<file path="src/rtl/control_recirculador.sv">
// Lane recirculator control: steers the four probador lanes into the PCI datapath
// or back to the probador, latches FIFO thresholds and keeps sticky FIFO error flags.
module control_recirculador #(
  parameter int N_FIFO   = 8,
  parameter int UMBRAL_W = 3
) (
  input  logic                clk,
  input  logic                reset_L,
  input  logic                init,
  input  logic [UMBRAL_W-1:0] umbral_alto_in,
  input  logic [UMBRAL_W-1:0] umbral_bajo_in,
  input  logic [3:0]          validIn,
  input  logic [N_FIFO-1:0]   fifo_empty,
  input  logic [N_FIFO-1:0]   fifo_almost_full,
  input  logic [N_FIFO-1:0]   fifo_error,
  output logic                selector_IDLE,
  output logic [UMBRAL_W-1:0] umbral_alto,
  output logic [UMBRAL_W-1:0] umbral_bajo,
  output logic [4:0]          estado,
  output logic                idle_out,
  output logic                pausa,
  output logic [N_FIFO-1:0]   error_out,
  output logic [7:0]          count_recirc
);

  // One-hot encoding doubles as the externally visible estado value.
  typedef enum logic [4:0] {
    RESET  = 5'b00001,
    INIT   = 5'b00010,
    IDLE   = 5'b00100,
    ACTIVE = 5'b01000,
    ERROR  = 5'b10000
  } state_t;

  state_t              stateReg;
  state_t              stateNext;
  logic                quietReg;
  logic                pausaReg;
  logic [UMBRAL_W-1:0] umbralAltoReg;
  logic [UMBRAL_W-1:0] umbralBajoReg;
  logic [7:0]          countReg;
  logic                anyError;
  logic                anyValid;
  logic                allEmpty;
  logic                quietCycle;
  logic                selectorReg;

  assign anyError    = |fifo_error;
  assign anyValid    = |validIn;
  assign allEmpty    = &fifo_empty;
  assign quietCycle  = !anyValid && allEmpty;
  assign selectorReg = (stateReg == ACTIVE) && !pausaReg;

  always_comb begin
    stateNext = stateReg;
    case (stateReg)
      RESET: stateNext = INIT;
      ERROR: stateNext = ERROR;
      default: begin
        if (anyError) begin
          stateNext = ERROR;
        end else if (init) begin
          stateNext = INIT;
        end else begin
          case (stateReg)
            INIT: begin
              if (umbral_bajo_in < umbral_alto_in) stateNext = IDLE;
            end
            IDLE: begin
              if (anyValid || !allEmpty) stateNext = ACTIVE;
            end
            ACTIVE: begin
              // Second consecutive quiet cycle: the first one is remembered in quietReg.
              if (quietCycle && quietReg) stateNext = IDLE;
            end
            default: stateNext = stateReg;
          endcase
        end
      end
    endcase
  end

  always_ff @(posedge clk or negedge reset_L) begin
    if (!reset_L) begin
      stateReg      <= RESET;
      quietReg      <= 1'b0;
      pausaReg      <= 1'b0;
      umbralAltoReg <= '0;
      umbralBajoReg <= '0;
      countReg      <= 8'd0;
    end else begin
      stateReg <= stateNext;
      quietReg <= (stateReg == ACTIVE) && (stateNext == ACTIVE) && quietCycle;
      // Back-pressure only exists while forwarding; any other state drops it.
      pausaReg <= (stateNext == ACTIVE) && (|fifo_almost_full);
      if (stateReg == INIT) begin
        umbralAltoReg <= umbral_alto_in;
        umbralBajoReg <= umbral_bajo_in;
      end
      if (stateNext == INIT) begin
        countReg <= 8'd0;
      end else if ((stateReg == ACTIVE) && !selectorReg && anyValid && (countReg != 8'hFF)) begin
        countReg <= countReg + 8'd1;
      end
    end
  end

  // Each FIFO error flag is sticky on its own until reset.
  generate
    for (genvar gi = 0; gi < N_FIFO; gi++) begin : gen_sticky
      logic stickyBit;
      always_ff @(posedge clk or negedge reset_L) begin
        if (!reset_L) begin
          stickyBit <= 1'b0;
        end else if (stateReg != RESET) begin
          stickyBit <= stickyBit | fifo_error[gi];
        end
      end
      assign error_out[gi] = stickyBit;
    end
  endgenerate

  assign estado        = stateReg;
  assign selector_IDLE = selectorReg;
  assign idle_out      = (stateReg == IDLE);
  assign pausa         = pausaReg;
  assign umbral_alto   = umbralAltoReg;
  assign umbral_bajo   = umbralBajoReg;
  assign count_recirc  = countReg;

endmodule

</file>
<file path="config.mk">
export PLATFORM = sky130hd
export DESIGN_NAME = control_recirculador
export DESIGN_NICKNAME = d
export VERILOG_FILES = /design/src/rtl/control_recirculador.sv
export SDC_FILE = /design/constraint.sdc
export NUM_CORES = 1
export LEC_CHECK = 0
export CAP_MARGIN = 20
export CORE_AREA = 5 5 66 68
export CTS_CLUSTER_SIZE = 14
export DETAILED_ROUTE_END_ITERATION = 10
export DIE_AREA = 0 0 71 73
export PLACE_DENSITY = 0.81
export SYNTH_ARGS = -nofsm -noshare
export SYNTH_HDL_FRONTEND = slang
export SYNTH_SLANG_ARGS = --single-unit
</file>
<file path="constraint.sdc">
create_clock -name clk -period 4.45 [get_ports clk]
set_clock_uncertainty 0.1 [all_clocks]
set_input_delay 1.335 -clock clk [delete_from_list [all_inputs] [get_ports clk]]
set_output_delay 1.335 -clock clk [all_outputs]
set_load 0.1 [all_outputs]
</file>
==> flow_summary.yaml, run 1 <==
setup_path:
  cp_max_fo: 11
  path_cells: "clkdlybuf4s50_1 -> or4_1 -> nor3_1 -> a21oi_1 -> a31oi_1 -> and4bb_2"
  max_stage_delay_ns: 0.78
  r2r-start: "estado[0]"
  crit_slowest_cell: "a31oi_1"
  crit_family: "simple AND/OR/NAND/NOR gates"
  r2r_setup_slack_ns: 1.78
  arrival_ns: 3.86
  worst_setup_path_end_kind: "register"
  startpoint_type: "input port"
  path_class: "in -> reg"
  cp.required_ns: 4.52
  r2r-end: "quietReg"
  rr_worst_depth: 5
  cp_num_buf_inv: 1
routing:
  vias: 1405
  route.antenna.remaining_nets: 0
  dr.pass1.iters: 4
  dr.first_iter.drc_count: 59
  viasPerCell: 5.24
  avgRoutedWirePerCell_um: 14.3
  route.detailed.drc: 0
  routed_wl_mm: 3.83
synthesis:
  synth.largest_area_cell: "dfrtp_1"
  synth.most_common_cell: "dfrtp_1"
  yosysUniqueCellTypes: 43
  synth_flop_cell: "dfrtp_1"
  synth_edf_count: 0
  ys_ff_latch: 29
  avgSynthCellArea_um2: 10.2
  syn_inst: 154
  synthTopCellsByArea: "dfrtp_1, buf_4, xnor2_1"
  ys_seq_area_share_pct: 46.3
  async_reset_ff_share_pct: 100
  synth.top_cell.area_share_pct: 44.6
  syn_area_um2: 1570
  yosysWarnings: 0
  synth_common_cells: "dfrtp_1, buf_4, nor2_1"
  syn_nets: 194
worst_hold_path:
  holdCritPathClass: "reg -> reg"
  hold_depth: 1
  hold_end: "gen_sticky[4].stickyBit"
  min_from: "gen_sticky[4].stickyBit"
final_layout:
  antenna_cells: 0
  syn2layout_area_growth_pct: 48.0
  drive_above_1_share_pct: 11.9
  final_nets: 257
sta:
  worst_pin_slew_ns: 1.06
  fin_ws_ns: 0.660
  period_share_pct: 85.2
  maxSlewViolCount: 0
  grt_setup_unrepaired: "no"
  maxSlewHeadroom_pct: 28.9
  finalSetupViolCount: 0
  max_freq_mhz: 264
  report.final.hold_viol_count: 0
  fin_tns_setup_ns: 0
  finalCriticalPeriod_ns: 3.79
clocking:
  hold_buffers: 0
  cts_post_setup_buffers_inserted: 0
  max-clock-path-buffers: 2
  htreeDepth: 2
  cts_tree: "built"
  cts_resized: 0
  clock_latency_ns: 0.28
  cts_made_buffers: 5
  root_buffer: "clkbuf_8"
  clkTransAtPathRegs_ns: 0.06
  cts_sinks: 29
global_routing:
  antenna_found_initial: 0
  grt_max_degree: 30
  grt_pass1_vias: 1432
  grt_pass1_wl_mm: 6.27
  grt_usage_pct: 15.7
  grt_overflow: 0
placed_design:
  dp_hpwl_mm: 2.99
  placement.io_buffers: 66
  dp_slack_ns: 0.395
  gp_congestion: 0.832
power_and_ir_drop:
  leakage_uw: 0.000875
  ir_drop_mv: 0.189
  powerDensity_nw_per_um2: 245
die:
  rows: 23
  dieArea_um2: 5180
  io_pins: 67
  start_util_pct: 41.3
  core_um2: 3800
  die_h_um: 73
  die_w_um: 71
outcome:
  status: "complete, no violations"
flow_run:
  cap_viol_max_count: 0
==> sequential cells by signal, summed over array words and instances (netlist names) <==
| register | count |
|---|---|
| umbral_bajo | 3 |
| estado | 5 |
| umbral_alto | 3 |
| gen_sticky.stickyBit | 8 |
| count_recirc | 8 |
| pausa | 1 |
| quietReg | 1 |
==> cells in the final DEF, fill, tap and decap left out, types with 2 or more instances in the layout <==
master           count
mux2_2               4
nor2_1              10
o22ai_1              2
clkbuf_8             7
nand3_1              5
xnor2_1              7
nor2b_1              2
nand4_1              4
buf_4                4
nand2b_1             2
inv_1                7
dfrtp_1             28
o21ai_0              5
a21o_1               7
clkdlybuf4s50_1     63
nand2_1              8
nor4_1               6
ha_1                 3
or4_1                2
a21oi_1              3
a31oi_1              9
nor3_1               6
==> metal layers <==
metal,global-route usage (%),part of all wire [%],routed length (µm)
met4,7.10,2.7,102
met3,5.65,7.2,276
met1,17.2,39,1480
met5,0,0,0
met2,27.2,51,1970
==> cell type report <==
| class | instances | area, µm² |
|---|---|---|
| Multi-Input combinational cell | 107 | 746 |
| Fill cell | 353 | 1480 |
| Inverter | 7 | 26.3 |
| Timing Repair Buffer | 67 | 661 |
| Tap cell | 50 | 62.6 |
| Sequential cell | 29 | 727 |
| Clock buffer | 7 | 96.3 |
| Clock inverter | 1 | 5.00 |
==> worst max path at each step <==
stage	to	slack (ns)	cells after the start	startpoint
after global placement	pausa	0.48	6	validIn[1]
after CTS	pausa	0.69	6	validIn[1]
after floorplan	selector_IDLE	0.56	3	estado[1]
final	pausa	0.66	6	validIn[1]
after global routing	quietReg	0.57	8	umbral_alto_in[1]
after detailed placement	pausa	0.40	6	validIn[1]
==> through the flow <==
stage / total power (µW) / instance area (µm²) / util [%] / hold WS [ns] / instances
final: 569 / 2320 / 61.2 / 0.354 / 268
after global routing: 598 / 2320 / 61.2 / 0.381 / 268
after CTS: 577 / 2320 / 61.2 / 0.360 / 268
after detailed placement: 338 / 2220 / 58.5 / 0.346 / 260
after global placement: 337 / 2220 / 58.5 / 0.340 / 260
after floorplan: 293 / 1590 / - / 0.329 / 154
==> logic make-up after synthesis <==
family | count (synthesis) | share of synthesized area, %
and+or+nand+nor | 57 | 21.6
adders and majority gates | 3 | 2.39
muxes | 5 | 3.51
DFF | 29 | 46.3
AOI/OAI and AO/OA | 34 | 14.6
xor gates and xnor gates | 8 | 4.46
buffers and inverters | 18 | 7.17
==> report_power, final <==
part	internal, µW	switching (µW)
clock network	139	96.3
registers	266	0.858
logic	36.1	30.4
total	441	128
No activity file was read; power rests on OpenSTA's default activity.
==> run 2: changes to the inputs <==
- HOLD_SLACK_MARGIN: not set -> 0.1
==> results of run 2 <==
Same layout as run 1: the final DEF is identical, and so are final timing and power.
==> run 3: changes to the inputs <==
- SKIP_CTS_REPAIR_TIMING: not set -> 1
==> results of run 3 <==
Same layout as run 1: the final DEF is identical, and so are final timing and power.
